**src/rtl/pipe_skid_reg.sv**
```systemverilog
`default_nettype none
// ============================================================================
// Module   : pipe_skid_reg
// Purpose  : Valid/ready pipeline register with an optional 2-entry skid
//            buffer (define PIPE_SKID_REG_SKID_EN), flush, and stall counter.
// Revision : 1.0 - initial release
// ============================================================================
module pipe_skid_reg #(
    parameter int DATA_W = 160,
    parameter int CTRL_W = 16,
    parameter int CNT_W  = 16
) (
    input  logic              clk,
    input  logic              rst,
    input  logic              flush,
    input  logic              in_valid,
    output logic              in_ready,
    input  logic [DATA_W-1:0] in_data,
    input  logic [CTRL_W-1:0] in_ctrl,
    output logic              out_valid,
    input  logic              out_ready,
    output logic [DATA_W-1:0] out_data,
    output logic [CTRL_W-1:0] out_ctrl,
    output logic [1:0]        occupancy,
    output logic [CNT_W-1:0]  stall_cnt
);

    localparam logic [1:0]       c_st_empty = 2'd0;
    localparam logic [1:0]       c_st_one   = 2'd1;
    localparam logic [1:0]       c_st_full  = 2'd2;
    localparam logic [CNT_W-1:0] c_cnt_max  = '1;

    logic [1:0]        r_state_q;
    logic [1:0]        w_state_d;
    logic [DATA_W-1:0] r_head_data_q;
    logic [DATA_W-1:0] w_head_data_d;
    logic [CTRL_W-1:0] r_head_ctrl_q;
    logic [CTRL_W-1:0] w_head_ctrl_d;
    logic [CNT_W-1:0]  r_stall_cnt_q;
    logic [CNT_W-1:0]  w_stall_cnt_d;
    logic              w_push;
    logic              w_pop;
    logic              w_valid;

    assign w_valid = (r_state_q != c_st_empty);
    assign w_push  = in_valid && in_ready;
    assign w_pop   = w_valid && out_ready;

`ifdef PIPE_SKID_REG_SKID_EN
    logic [DATA_W-1:0] r_skid_data_q;
    logic [DATA_W-1:0] w_skid_data_d;
    logic [CTRL_W-1:0] r_skid_ctrl_q;
    logic [CTRL_W-1:0] w_skid_ctrl_d;
    logic              r_not_full_q;
    logic              w_not_full_d;

    // Registered ready: out_ready never reaches in_ready combinationally.
    assign in_ready     = r_not_full_q && !rst;
    assign w_not_full_d = (w_state_d != c_st_full);
`else
    assign in_ready = !rst && (!w_valid || out_ready);
`endif

    // State register
    always_ff @(posedge clk) begin
        if (rst) begin
            r_state_q <= c_st_empty;
        end else begin
            r_state_q <= w_state_d;
        end
    end

    // Next-state logic
    always_comb begin
        w_state_d = r_state_q;
        if (flush) begin
            w_state_d = c_st_empty;
        end else begin
            case (r_state_q)
                c_st_empty: if (w_push) w_state_d = c_st_one;
                c_st_one: begin
                    if (!w_push && w_pop) begin
                        w_state_d = c_st_empty;
                    end
`ifdef PIPE_SKID_REG_SKID_EN
                    else if (w_push && !w_pop) begin
                        w_state_d = c_st_full;
                    end
`endif
                end
                c_st_full:  if (w_pop) w_state_d = c_st_one;
                default:    w_state_d = c_st_empty;
            endcase
        end
    end

    // Output logic
    always_comb begin
        out_valid = w_valid;
        occupancy = r_state_q;
        out_data  = r_head_data_q;
        out_ctrl  = w_valid ? r_head_ctrl_q : '0;
        stall_cnt = r_stall_cnt_q;
    end

    // Datapath: head reloads from input when empty or when popped in the same cycle
    always_comb begin
        w_head_data_d = r_head_data_q;
        w_head_ctrl_d = r_head_ctrl_q;
`ifdef PIPE_SKID_REG_SKID_EN
        w_skid_data_d = r_skid_data_q;
        w_skid_ctrl_d = r_skid_ctrl_q;
`endif
        if (!flush) begin
            if (w_push && ((r_state_q == c_st_empty) || w_pop)) begin
                w_head_data_d = in_data;
                w_head_ctrl_d = in_ctrl;
            end
`ifdef PIPE_SKID_REG_SKID_EN
            if ((r_state_q == c_st_full) && w_pop) begin
                w_head_data_d = r_skid_data_q;
                w_head_ctrl_d = r_skid_ctrl_q;
            end
            if (w_push && (r_state_q == c_st_one) && !w_pop) begin
                w_skid_data_d = in_data;
                w_skid_ctrl_d = in_ctrl;
            end
`endif
        end
    end

    always_comb begin
        w_stall_cnt_d = r_stall_cnt_q;
        if (w_valid && !out_ready && (r_stall_cnt_q != c_cnt_max)) begin
            w_stall_cnt_d = r_stall_cnt_q + 1'b1;
        end
    end

    always_ff @(posedge clk) begin
        if (rst) begin
            r_head_data_q <= '0;
            r_head_ctrl_q <= '0;
            r_stall_cnt_q <= '0;
`ifdef PIPE_SKID_REG_SKID_EN
            r_skid_data_q <= '0;
            r_skid_ctrl_q <= '0;
            r_not_full_q  <= 1'b1;
`endif
        end else begin
            r_head_data_q <= w_head_data_d;
            r_head_ctrl_q <= w_head_ctrl_d;
            r_stall_cnt_q <= w_stall_cnt_d;
`ifdef PIPE_SKID_REG_SKID_EN
            r_skid_data_q <= w_skid_data_d;
            r_skid_ctrl_q <= w_skid_ctrl_d;
            r_not_full_q  <= w_not_full_d;
`endif
        end
    end

endmodule
`default_nettype wire

```
**config.mk**
```make
export PLATFORM = sky130hd
export DESIGN_NAME = pipe_skid_reg
export DESIGN_NICKNAME = d
export VERILOG_FILES = /design/src/rtl/pipe_skid_reg.sv
export SDC_FILE = /design/constraint.sdc
export NUM_CORES = 1
export LEC_CHECK = 0
export ABC_AREA = 1
export BUFFER_PORTS_ARGS = -buffer_cell sky130_fd_sc_hd__buf_2
export CAP_MARGIN = 30
export CORE_AREA = 2 2 146 148
export CTS_CLUSTER_SIZE = 16
export DETAILED_ROUTE_END_ITERATION = 8
export DIE_AREA = 0 0 148 150
export GPL_TIMING_DRIVEN = 0
export PLACE_DENSITY = 0.67
export SYNTH_ARGS = -nofsm -noshare
export SYNTH_HDL_FRONTEND = slang
export SYNTH_SLANG_ARGS = --single-unit
```
**constraint.sdc**
```tcl
create_clock -name clk -period 1.2 [get_ports clk]
set_input_delay 0.3 -clock clk [delete_from_list [all_inputs] [get_ports clk]]
set_output_delay 0.3 -clock clk [all_outputs]
set_load 0.03 [all_outputs]
```
; ---- Word-level counts from Yosys, hierarchy flattened
; Cells that the tools add are included.
[word_totals]
regBits = 194
[op_classes]
n_addsub = 1
n_eq_ne = 6
n_mux = 5
n_bitwise = 1
reduce_logical = 18
[ops]
columns = op, n
row1 = 16-bit by 1-bit adder with 16-bit output (second input constant), 1
row2 = 16-bit two-way mux, 1
row3 = 16-bit inequality test (second input constant), 1
row4 = 1-bit logical AND, 7
row5 = 2-bit two-way mux, 3
row6 = 2-bit inequality test (second input constant), 3
row7 = 2-bit one-hot mux with 3 select lines, 1
row8 = 1-bit zero test, 4
row9 = 3-bit AND reduction, 1
row10 = 2-bit by 1-bit equality test with 1-bit output (second input constant), 1
row11 = 2-bit equality test (second input constant), 1
row12 = 2-bit zero test, 1
row13 = 1-bit logical OR, 2
row14 = 2-bit AND reduction, 1
row15 = 2-bit nonzero test, 1
row16 = 2-bit OR reduction, 1
row17 = 1-bit NOT, 1

; ---- Depth between registers and ports, before layout
; Gate-level depths: netlist of run 1.
[logic_depth]
depth_word = 9
mapped_depth = 10

; ---- Worst setup path before layout of run 1
; No wires, ideal clock.
[synth_timing]
kind = register to output
start = reg r_state_q[0], in the netlist occupancy[0]
end = out in_ready
t_arrival_ns = 1.305
required_time_ns = 0.900
path_slack_ns = -0.405
stages_incl_launch_ff = 6
cell_sequence = dfxtp_1 -> buf_4 -> nand2_4 -> buf_6 -> clkinv_2 -> nor2_1
[synth_between]
elab_chain_cells = 4
[synth_rtl]
columns = element, line_no
row1 = start: declaration, 33  ; logic [1:0] r_state_q;
row2 = start signal: assignment, 67  ; r_state_q <= c_st_empty;
row3 = start signal: assignment, 69  ; r_state_q <= w_state_d;
row4 = 2-bit nonzero test, 45  ; assign w_valid = (r_state_q != c_st_empty);
row5 = 1-bit zero test, 61  ; assign in_ready = !rst && (!w_valid || out_ready);
row6 = 1-bit logical OR, 61
row7 = 1-bit logical AND, 61
row8 = end: declaration, 17  ; output logic in_ready,
; Every way passes these cells.

; ---- Final worst setup path of run 1
[layout_timing]
start = reg r_state_q[0], in the netlist occupancy[0]
end = out out_ctrl[13]
[layout_between]
elab_chain_cells = 2
[layout_rtl]
columns = element, line_no
row1 = 2-bit nonzero test, 45
row2 = 16-bit two-way mux, 102  ; out_ctrl = w_valid ? r_head_ctrl_q : '0;
row3 = end: declaration, 23  ; output logic [CTRL_W-1:0] out_ctrl,
; Every way passes these cells.

==> qor.log, run 1 <==
[global_routing] antenna violations before repair 2
[yosys] dominant combinational cell family by area after synthesis compound AO/OA/AOI/OAI gates
[hold_path] min-delay worst type in2reg
[placement] post-detail-place hpwl 18,300 µm
[yosys] Syn Area/Cell 7.69 µm²
[sta] TNS Setup -72.71 ns
[yosys] synthesized netlist cell count 968
[run_status] failing checks setup timing
[sta] RSZ-0062 raised after global routing yes
[global_routing] via count of the first global-routing pass 7,220
[clocking] number of sinks driven by the clock tree 193
[die] Vert. Die Dim 150 µm
[sta] Relative slew margins 59.1%
[power_and_ir_drop] maximum vdd drop 0.000878 V
[detailed_routing] post-route DRC violation count 0
[cells_and_area] total of fill cells in the finished design 1,981
[die] initial standard-cell utilization of the core 36.0%
[yosys] total standard cell area after synthesis 0.00745 mm²
[placement] Cell Area, Placed 0.00991 mm²
[sta] final setup margin -0.440 ns
[cells_and_area] ANT cells 0
[clocking] # hold bufs at CTS 0
[die] Die Area 0.0222 mm²
[power_and_ir_drop] sum of internal, switching and leakage power 14.8 mW
[placement] GPL Wtd Cong 0.821
[sta] clock period minus worst slack 1.64 ns
[yosys] number of synthesized register bits 193
[clocking] TritonCTS clock tree built
[cells_and_area] Design Area, Final 0.0112 mm²
[clocking] maximum number of buffers from clock root to sink 2
[die] top-level port count 377
[cells_and_area] fraction of final layout cells sized beyond drive strength 1 43.8%
[worst_setup_path] worst endpoint required time 0.90 ns
[clocking] Worst-path clk slew 0.08 ns
[power_and_ir_drop] LEAKAGE 5.22 nW
[yosys] number of library cell types mapped by synthesis 27
[yosys] post-synthesis compound-gate area fraction 24.4%
[detailed_routing] number of DRC violations after detailed-routing iteration 0 224
[worst_setup_path] setup slack of the worst register-to-register path -0.36 ns
[detailed_routing] number of search-and-repair iterations in the first detailed-routing pass 4
[yosys] adder and majority cell fraction of the synthesized area 0.168%
[global_routing] overall global routing resource usage 21.1%
[global_routing] final global-route overflow total 0
[placement] count of buffers inserted at the top-level ports 375
[die] floorplan core area 0.0207 mm²
[cells_and_area] area occupied by multi-input gates 0.00287 mm²
[yosys] post-synthesis share of cell area spent on xor and xnor gates 0%
[clocking] clock buffers created by TritonCTS 17
[yosys] Synth Net Count 1,150
[yosys] number of synthesis warnings 0
[sta] Final setup violation count 388
[cells_and_area] area added between synthesis and finish 50.5%
[worst_setup_path] kind of capture point of the worst setup path output port
[die] FP Rows 53
[die] Die Span X 148 µm
[yosys] mux share of post-synthesis cell area 0%
[detailed_routing] wirelength, routed 24,700 µm
[cells_and_area] Final #Nets 1,563
[flow_run] number of violations of the max-capacitance limit 0
[clocking] total number of H-tree levels 4
[sta] count of pins over their slew limit 0
[yosys] sequential cell area fraction in the yosys report 51.9%
[worst_setup_path] Crit Path Class reg2out
[worst_setup_path] startpoint type of the worst setup path register
[sta] timing-limited maximum frequency 0.610 GHz
[sta] actual transition at the worst max-transition pin 0.613 ns
[detailed_routing] Via density 4.57
[sta] share of the cycle needed by the critical path after routing 137%
[worst_setup_path] maximum fanout along the worst path 10
[detailed_routing] Routed wire per std cell 14.8 µm
[detailed_routing] number of antenna-violating nets in the routed design 0
[worst_setup_path] arrival time of the worst setup path 1.34 ns
[clocking] insertion delay of the later-clocked pin in the worst-skew pair 0.44 ns
[power_and_ir_drop] Pwr per Cell Area 1320 mW/mm²
[sta] Clock Skews 0.0173 ns
[sta] final hold violations 0
[global_routing] first-pass GRT wire length 36,900 µm
[clocking] root cell of the clock tree sky130_fd_sc_hd__clkbuf_16
[yosys] simple-gate area share of the yosys netlist 8.69%
[run_status] result of the run complete, but fails checks
[cells_and_area] total area of sequential cells 0.00393 mm²
[detailed_routing] vias after detailed routing 7,629
[global_routing] maximum number of pins on one net before global-route repair 21
## cell families (layout without fill, tap and decap cells)
logic type      count (synthesis)  count (layout)
fa+ha+maj                       1               1
buf+inv                       273             697
simple gates                  137             138
flops                         193             193
other cells                     1               1
compound gates                363             363
## stage by stage
stage               hold WS, ns  std cells  worst slack, ns  utilization [%]
floorplan                 0.362        968          -0.0862                -
global placement          0.428       1618           -0.437             47.9
detailed placement        0.434       1618           -0.508             47.9
CTS                       0.103       1661           -0.457             52.4
global route              0.113       1668           -0.485             54.2
finish                    0.118       1668           -0.440             54.2
## where the power goes
group	switching [mW]	internal (mW)
Clock	2.88	2.81
Combinational	1.43	0.819
Sequential	0.152	6.68
## metal layers
layer / GRT usage [%] / share of wire [%] / up-vias
li1: - / - / 3897
met1: 24.4 / 40 / 3434
met5: 0 / 0.11 / -
met3: 5.98 / 7.0 / 41
met2: 37.6 / 51 / 253
met4: 7.19 / 2.3 / 4
## critical path: stages, from the launching register on
cell,delay [ns]
sky130_fd_sc_hd__dfxtp_4,0.35
sky130_fd_sc_hd__buf_8,0.13
sky130_fd_sc_hd__clkbuf_8,0.16
sky130_fd_sc_hd__nand2_1,0.08
sky130_fd_sc_hd__inv_2,0.03
sky130_fd_sc_hd__buf_4,0.15
## cells in the mapped netlist
master                     count  area share [%]
sky130_fd_sc_hd__a21oi_1     186              12
sky130_fd_sc_hd__buf_2        30             2.0
sky130_fd_sc_hd__buf_4         6            0.60
sky130_fd_sc_hd__buf_6         2            0.30
sky130_fd_sc_hd__clkbuf_1     27             1.4
sky130_fd_sc_hd__clkinv_2      1           0.067
sky130_fd_sc_hd__conb_1        1           0.050
sky130_fd_sc_hd__dfxtp_1     193              52
sky130_fd_sc_hd__ha_1          1            0.17
sky130_fd_sc_hd__inv_1       207              10
sky130_fd_sc_hd__nand2_1      58             2.9
sky130_fd_sc_hd__nand2_2       3            0.25
sky130_fd_sc_hd__nand2_4       1            0.15
sky130_fd_sc_hd__nand3_1      14            0.94
sky130_fd_sc_hd__nand3_2       2            0.27
sky130_fd_sc_hd__nand3_4       1            0.24
sky130_fd_sc_hd__nand3b_1      1            0.10
sky130_fd_sc_hd__nand4_1       3            0.25
sky130_fd_sc_hd__nand4_4       1            0.29
sky130_fd_sc_hd__nor2_1       44             2.2
sky130_fd_sc_hd__nor2_2        3            0.25
sky130_fd_sc_hd__nor2_4        4            0.60
sky130_fd_sc_hd__nor3_1        1           0.067
sky130_fd_sc_hd__nor3_2        1            0.13
sky130_fd_sc_hd__o21a_1        1            0.10
sky130_fd_sc_hd__o21ai_0      72             4.8
sky130_fd_sc_hd__o21ai_1     104             7.0
## flip-flops by register name, summed over array words and instances, names as in the netlist
| name | count |
|---|---|
| occupancy | 1 |
| stall_cnt | 16 |
| r_head_ctrl_q | 16 |
| out_data | 160 |
## final cells by class
type	count	share of cell area, %
clock buffers	17	3.80
flip-flops and latches	193	35.0
well taps	275	3.07
clock inverters	14	1.49
repair buffers	393	19.2
inverters	208	7.08
multi-input cells	503	25.6
plain buffers	65	4.72
## cells in the final DEF, fill, tap and decap left out, types with 13 or more instances in the layout
master,n
sky130_fd_sc_hd__inv_2,15
sky130_fd_sc_hd__dfxtp_4,16
sky130_fd_sc_hd__buf_2,361
sky130_fd_sc_hd__nand2_1,47
sky130_fd_sc_hd__a21oi_1,162
sky130_fd_sc_hd__inv_1,192
sky130_fd_sc_hd__buf_4,37
sky130_fd_sc_hd__o21ai_0,39
sky130_fd_sc_hd__nand3_1,13
sky130_fd_sc_hd__dfxtp_1,176
sky130_fd_sc_hd__clkbuf_1,18
sky130_fd_sc_hd__o21ai_1,93
sky130_fd_sc_hd__a21oi_2,24
sky130_fd_sc_hd__clkbuf_16,17
sky130_fd_sc_hd__buf_6,27
sky130_fd_sc_hd__nor2_1,37
sky130_fd_sc_hd__o21ai_2,43
## path summary, 6_finish.rpt
path                 startpoint            end  cells after the start
setup / recovery   occupancy[0]   out_ctrl[13]                      5
hold / removal      in_data[93]   out_data[93]                      3
setup reg to reg   occupancy[0]  out_data[117]                      9
hold reg to reg   out_data[137]  out_data[137]                      2
## what timing repair did
action	4_1_cts	5_1_grt
buffers inserted	9	8
gates resized for setup	90	99
pin swaps	2	7
setup endpoints to repair	387	388
gates cloned	3	0
Power figures use the tool's default switching activity.
==> run 2, diff against run 1 <==
--- a/config.mk
+++ b/config.mk
@@ -14,6 +14,7 @@
 export DIE_AREA = 0 0 148 150
 export GPL_TIMING_DRIVEN = 0
 export PLACE_DENSITY = 0.67
+export SETUP_SLACK_MARGIN = 0.2
 export SYNTH_ARGS = -nofsm -noshare
 export SYNTH_HDL_FRONTEND = slang
 export SYNTH_SLANG_ARGS = --single-unit
==> run 2 against run 1 <==
Against the previous run: the run still ends with setup timing left; power grew 8.5%; final cell count grew 4.6%; routed wire length grew 28%; via count grew 13%; die area is the same.
==> qor.log, run 2 (synthesized netlist as in run 1, its figures left out) <==
[clocking] maximum number of buffers from clock root to sink 2 [unchanged]
[worst_setup_path] startpoint of the worst-slack reg-to-reg timing path occupancy[0]
[power_and_ir_drop] LEAKAGE 6.36 nW [+22%]
[sta] TNS Setup -80.98 ns [-8.27 ns]
[global_routing] final global-route overflow total 0 [unchanged]
[sta] Clock Skews 0.0118 ns [-0.00550 ns]
[global_routing] antenna violations before repair 2 [unchanged]
[cells_and_area] max FFs per register 160 [unchanged]
[clocking] clock buffers created by TritonCTS 17 [unchanged]
[power_and_ir_drop] cell-internal power 11.1 mW [+7.4%]
[power_and_ir_drop] Pwr per Cell Area 1080 mW/mm² [-18%]
[cells_and_area] total of fill cells in the finished design 1,393 [-30%]
[cells_and_area] area added between synthesis and finish 98.4%
[placement] Placed Cells 1,618 [unchanged]
[hold_path] min-delay worst type in2reg
[die] floorplan core area 0.0207 mm² [unchanged]
[power_and_ir_drop] Switching Fraction 30.9% [+0.66 points]
[global_routing] maximum number of pins on one net before global-route repair 20 [-4.8%]
[run_status] failing checks setup timing
[die] Vert. Die Dim 150 µm [unchanged]
[sta] RSZ-0062 raised after global routing yes
[clocking] number of sinks driven by the clock tree 193 [unchanged]
[cells_and_area] area occupied by multi-input gates 0.00384 mm² [+34%]
[sta] count of pins over their slew limit 0 [unchanged]
[die] FP Rows 53 [unchanged]
[sta] clock period minus worst slack 1.69 ns [+0.0461 ns]
[sta] actual transition at the worst max-transition pin 0.965 ns [+0.352 ns]
[worst_setup_path] arrival time of the worst setup path 2.01 ns [+0.67 ns]
[die] Die Area 0.0222 mm² [unchanged]
[placement] GPL Wtd Cong 0.827 [+0.66%]
[die] Die Span X 148 µm [unchanged]
[sta] timing-limited maximum frequency 0.593 GHz [-2.7%]
[clocking] Worst-path clk slew 0.08 ns [about the same]
[clocking] root cell of the clock tree sky130_fd_sc_hd__clkbuf_16
[run_status] result of the run complete, but fails checks
[sta] share of the cycle needed by the critical path after routing 140% [+3.8 points]
[cells_and_area] count of non-filler cells in the finished layout 1,744 [+4.6%]
[global_routing] via count of the first global-routing pass 8,363 [+16%]
[worst_setup_path] worst endpoint required time 1.52 ns [+0.62 ns]
[sta] final hold violations 0 [unchanged]
[cells_and_area] Post-Route Utilization 71.4% [+17 points]
[placement] count of buffers inserted at the top-level ports 375 [unchanged]
[clocking] insertion delay of the later-clocked pin in the worst-skew pair 0.45 ns [about the same]
[cells_and_area] Final #Nets 1,637 [+4.7%]
[clocking] TritonCTS clock tree built
[cells_and_area] most common cell after layout, fill and taps aside sky130_fd_sc_hd__buf_6
[sta] Final setup violation count 376 [-3.1%]
[worst_setup_path] kind of capture point of the worst setup path register
[cells_and_area] fraction of final layout cells sized beyond drive strength 1 70.6% [+27 points]
[detailed_routing] number of search-and-repair iterations in the first detailed-routing pass 7 [+3]
[detailed_routing] Routed wire per std cell 18.1 µm [+22%]
[placement] Worst Setup Slack post-DPL -0.516 ns [-0.00713 ns]
[power_and_ir_drop] clock power share 35.4% [-3.1 points]
[power_and_ir_drop] sum of internal, switching and leakage power 16.0 mW [+8.5%]
[die] top-level port count 377 [unchanged]
[power_and_ir_drop] maximum vdd drop 0.000931 V [+6.0%]
[clocking] # hold bufs at CTS 0 [unchanged]
[placement] post-detail-place hpwl 18,500 µm [+0.97%]
[worst_setup_path] startpoint type of the worst setup path register
[global_routing] first-pass GRT wire length 42,900 µm [+16%]
[cells_and_area] top library cells by usage in the layout, fill and taps aside sky130_fd_sc_hd__buf_6 (217), sky130_fd_sc_hd__inv_1 (188), sky130_fd_sc_hd__buf_2 (182)
[detailed_routing] Via density 4.93 [+7.7%]
[clocking] total number of H-tree levels 4 [unchanged]
[detailed_routing] number of DRC violations after detailed-routing iteration 0 307 [+37%]
[hold_path] worst hold path startpoint in_data[144]
[power_and_ir_drop] combinational group share of total power 21.1% [+5.9 points]
[power_and_ir_drop] share of power burned in registers 43.5% [-2.8 points]
[power_and_ir_drop] net switching power figure 4.94 mW [+11%]
[placement] Cell Area, Placed 0.0100 mm² [+1.2%]
[worst_setup_path] maximum fanout along the worst path 8 [-2]
[detailed_routing] post-route DRC violation count 0 [unchanged]
[flow_run] number of violations of the max-capacitance limit 0 [unchanged]
[cells_and_area] Design Area, Final 0.0148 mm² [+32%]
[die] initial standard-cell utilization of the core 36.0% [unchanged]
[sta] Relative slew margins 35.7% [-23 points]
[sta] final setup margin -0.486 ns [-0.0461 ns]
[worst_setup_path] Crit Path Class reg2reg
[detailed_routing] wirelength, routed 31,500 µm [+28%]
[detailed_routing] number of antenna-violating nets in the routed design 0 [unchanged]
[global_routing] overall global routing resource usage 24.7% [+3.5 points]
[worst_setup_path] first element of the critical path occupancy[0]
[cells_and_area] total area of sequential cells 0.00413 mm² [+5.2%]
[sta] Worst Hold Margin 0.106 ns [-0.0119 ns]
[detailed_routing] vias after detailed routing 8,590 [+13%]
==> run 2: path summary, 6_finish.rpt <==
| check | endpoint | slack, ns | cells past startpoint |
|---|---|---|---|
| hold reg to reg | r_head_ctrl_q[10] | 0.45 | 2 |
| hold / removal | out_data[144] | 0.11 | 3 |
| setup reg to reg | r_head_ctrl_q[8] | -0.49 | 9 |
| setup / recovery | r_head_ctrl_q[8] | -0.49 | 9 |
==> run 2: timing repair <==
item,in CTS,in global routing
endpoints found under the setup margin,388,388
resized for setup,773,228
pin swaps,24,43
cloned,19,9
buffers inserted,40,25
==> run 2: worst max-delay path, cell delays in order, from the launching register on <==
cell and delay (ns):
sky130_fd_sc_hd__dfxtp_4 0.35, sky130_fd_sc_hd__buf_8 0.13, sky130_fd_sc_hd__nand2_4 0.06, sky130_fd_sc_hd__buf_4 0.10
sky130_fd_sc_hd__buf_6 0.09, sky130_fd_sc_hd__buf_4 0.12, sky130_fd_sc_hd__nand3_4 0.18, sky130_fd_sc_hd__buf_4 0.23
sky130_fd_sc_hd__o21ai_0 0.25, sky130_fd_sc_hd__a21oi_2 0.05
==> run 2: layout make-up <==
cell class | instances | area share [%]
Clock inverter | 13 | 0.974
Inverter | 208 | 5.39
Buffer | 65 | 5.14
Multi-Input combinational cell | 503 | 26.0
Timing Repair Buffer | 467 | 29.3
Sequential cell | 193 | 27.9
Tap cell | 275 | 2.33
Antenna cell | 1 | 0.0169
Clock buffer | 19 | 2.93
==> run 2: power by group through the flow <==
stage / registers [mW] / logic, mW / clock network (mW)
finish: 6.97 / 3.38 / 5.67
global route: 7.00 / 3.56 / 5.97
CTS: 6.95 / 2.88 / 5.76
detailed placement: 6.97 / 2.10 / 0
global placement: 6.96 / 2.09 / 0
floorplan: 7.54 / 0.724 / 0
==> run 2: metal layers <==
layer  global-route usage, %  up-vias  routed length, µm
met5                       0        -                 29
met4                    11.7        4               1460
met3                    6.71       97               1990
met2                    44.9      348              16400
met1                    26.5     4086              11700
li1                        -     4055                  -
==> run 3, diff against run 2 <==
--- a/config.mk
+++ b/config.mk
@@ -12,7 +12,7 @@
 export CTS_CLUSTER_SIZE = 16
 export DETAILED_ROUTE_END_ITERATION = 8
 export DIE_AREA = 0 0 148 150
-export GPL_TIMING_DRIVEN = 0
+export HOLD_SLACK_MARGIN = 0.08
 export PLACE_DENSITY = 0.67
 export SETUP_SLACK_MARGIN = 0.2
 export SYNTH_ARGS = -nofsm -noshare
==> run 3 against run 2 <==
Against the previous run: the run still ends with setup timing left; largest cell class unchanged; worst hold slack better by 0.013 ns; global-route usage decreased by 2.4 points; critical path type unchanged; routed wire length is 8.0% higher; clock-buffer cell count shrank 2; combinational power is 4% higher; highest routed layer unchanged.
==> qor.log, run 3 (synthesized netlist as in run 1, its figures left out) <==
[clocking] root cell of the clock tree sky130_fd_sc_hd__clkbuf_16
[cells_and_area] Final #Nets 1,662 [+1.5%]
[clocking] number of sinks driven by the clock tree 193 [unchanged]
[power_and_ir_drop] share of power burned in registers 43.2% [-0.3 points]
[clocking] total number of H-tree levels 4 [unchanged]
[run_status] failing checks setup timing
[power_and_ir_drop] maximum vdd drop 0.000887 V [-4.7%]
[run_status] result of the run complete, but fails checks
[flow_run] number of violations of the max-capacitance limit 0 [unchanged]
[die] FP Rows 53 [unchanged]
[worst_setup_path] kind of capture point of the worst setup path register
[power_and_ir_drop] LEAKAGE 6.68 nW [+4.9%]
[die] Die Area 0.0222 mm² [unchanged]
[detailed_routing] vias after detailed routing 8,879 [+3.4%]
[sta] RSZ-0062 raised after global routing yes
[die] initial standard-cell utilization of the core 36.0% [unchanged]
[global_routing] via count of the first global-routing pass 7,844 [-6.2%]
[power_and_ir_drop] net switching power figure 5.02 mW [+1.6%]
[cells_and_area] Post-Route Utilization 74.1% [+2.7 points]
[clocking] maximum number of buffers from clock root to sink 2 [unchanged]
[sta] count of pins over their slew limit 0 [unchanged]
[worst_setup_path] CP max stage delay 0.36 ns [about the same]
[detailed_routing] wirelength, routed 34,000 µm [+8.0%]
[global_routing] overall global routing resource usage 22.3% [-2.4 points]
[clocking] # hold bufs at CTS 0 [unchanged]
[sta] final setup margin -0.423 ns [+0.0623 ns]
[placement] GPL Wtd Cong 0.824 [-0.29%]
[global_routing] final global-route overflow total 0 [unchanged]
[clocking] TritonCTS clock tree built
[sta] share of the cycle needed by the critical path after routing 135% [-5.2 points]
[die] floorplan core area 0.0207 mm² [unchanged]
[cells_and_area] most common cell after layout, fill and taps aside sky130_fd_sc_hd__buf_6
[power_and_ir_drop] combinational group share of total power 21.8% [+0.7 points]
[worst_setup_path] worst endpoint required time 1.52 ns [about the same]
[detailed_routing] number of search-and-repair iterations in the first detailed-routing pass 5 [-2]
[cells_and_area] fraction of final layout cells sized beyond drive strength 1 73.8% [+3.1 points]
[cells_and_area] max FFs per register 160 [unchanged]
[sta] Worst Hold Margin 0.119 ns [+0.0129 ns]
[detailed_routing] Via density 5.02 [+2.0%]
[worst_setup_path] startpoint type of the worst setup path register
[worst_setup_path] critical-path cell with the highest stage delay sky130_fd_sc_hd__dfxtp_4
[clocking] insertion delay of the later-clocked pin in the worst-skew pair 0.44 ns [about the same]
[sta] clock period minus worst slack 1.62 ns [-0.0623 ns]
[worst_setup_path] arrival time of the worst setup path 1.94 ns [-0.07 ns]
[die] Die Span X 148 µm [unchanged]
[power_and_ir_drop] cell-internal power 11.2 mW [+0.75%]
[clocking] Worst-path clk slew 0.09 ns [about the same]
[placement] post-detail-place hpwl 16,700 µm [-9.7%]
[worst_setup_path] list of cells traversed by the critical path nand2_4 > buf_6 > nand3_4 > clkbuf_16 > buf_12 > buf_16 > a21oi_1
[sta] Final setup violation count 317 [-16%]
[die] Vert. Die Dim 150 µm [unchanged]
[global_routing] first-pass GRT wire length 39,500 µm [-7.9%]
[sta] final hold violations 0 [unchanged]
[cells_and_area] area added between synthesis and finish 106%
[power_and_ir_drop] Switching Fraction 31.0% [+0.17 points]
[sta] timing-limited maximum frequency 0.616 GHz [+3.8%]
[detailed_routing] number of DRC violations after detailed-routing iteration 0 356 [+16%]
[worst_setup_path] Crit Path Class reg2reg
[hold_path] min-delay worst type in2reg
[cells_and_area] total of fill cells in the finished design 1,280 [-8.1%]
[cells_and_area] top library cells by usage in the layout, fill and taps aside sky130_fd_sc_hd__buf_6 (230), sky130_fd_sc_hd__inv_1 (185), sky130_fd_sc_hd__buf_2 (180)
[placement] count of buffers inserted at the top-level ports 375 [unchanged]
[detailed_routing] post-route DRC violation count 0 [unchanged]
[detailed_routing] Routed wire per std cell 19.3 µm [+6.5%]
[worst_setup_path] maximum fanout along the worst path 7 [-1]
[power_and_ir_drop] clock power share 35.0% [-0.4 points]
[sta] Clock Skews 0.0214 ns [+0.00962 ns]
[power_and_ir_drop] sum of internal, switching and leakage power 16.2 mW [+1.0%]
[die] top-level port count 377 [unchanged]
[sta] TNS Setup -56.47 ns [+24.51 ns]
[detailed_routing] number of antenna-violating nets in the routed design 0 [unchanged]
[global_routing] antenna violations before repair 4 [+2]
[global_routing] maximum number of pins on one net before global-route repair 65 [+230%]
[clocking] clock buffers created by TritonCTS 17 [unchanged]
[power_and_ir_drop] Pwr per Cell Area 1060 mW/mm² [-2.7%]
==> run 3: changes by cell type in the layout (fill, tap and decap cells not counted), sizes merged <==
| cell | previous run | this run |
|---|---|---|
| clkbuf | 54 | 34 |
| inv | 213 | 212 |
| clkinv | 8 | 9 |
| buf | 497 | 541 |
| nand3 | 18 | 17 |
| diode | 1 | 2 |
==> run 3: per-stage QoR <==
stage	worst slack, ns	instances	area (µm²)
3_3_place_gp	-0.282	1621	10300
3_5_place_dp	-0.318	1621	10300
6_report	-0.423	1768	15300
2_1_floorplan	-0.0862	968	7800
5_1_grt	-0.511	1768	15300
4_1_cts	-0.344	1697	13400
==> run 3: area by class of cell <==
type / count / area, µm² / share of cell area [%]
Clock inverter: 13 / 151 / 0.988
Inverter: 208 / 798 / 5.21
Multi-Input combinational cell: 502 / 3890 / 25.4
Timing Repair Buffer: 558 / 5590 / 36.5
Clock buffer: 17 / 425 / 2.78
Sequential cell: 193 / 4130 / 26.9
Antenna cell: 2 / 5.00 / 0.0327
Tap cell: 275 / 344 / 2.24
==> run 3: worst paths after layout <==
check	startpoint	endpoint	slack (ns)	cells after the start
worst min-delay path	in_data[157]	out_data[157]	0.12	3
worst max register to register	occupancy[0]	out_data[91]	-0.42	7
worst max-delay path	occupancy[0]	out_data[91]	-0.42	7
worst min register to register	r_head_ctrl_q[3]	r_head_ctrl_q[3]	0.45	2
==> run 3: power groups by stage <==
stage	clock network (mW)	registers [mW]	logic [mW]
after CTS	5.70	6.95	2.74
after global routing	5.99	7.01	3.69
after detailed placement	0	6.97	2.11
final	5.67	6.98	3.53
after floorplan	0	7.54	0.724
after global placement	0	6.96	2.08
==> run 3: routing by layer <==
metal	share of wire [%]	vias to the layer above	global-route usage [%]	wire (µm)
met5	0.079	-	0	27
met4	4.4	4	7.00	1510
met3	5.8	113	6.68	1980
met2	55	384	41.7	18700
met1	35	4282	24.2	11800
li1	-	4096	-	-
==> run 3: critical path, delay by kind of cell (launching register included) <==
| kind | cells | cell delay [ns] |
|---|---|---|
| buf+inv | 4 | 0.61 |
| flops | 1 | 0.36 |
| compound gates | 1 | 0.28 |
| simple gates | 2 | 0.26 |
==> run 3: what timing repair did <==
action                     4_1_cts  5_1_grt
pin swaps                       14       84
setup endpoints to repair      388      388
gates cloned                    13       19
setup buffers                   33       50
gates resized for setup        694      314
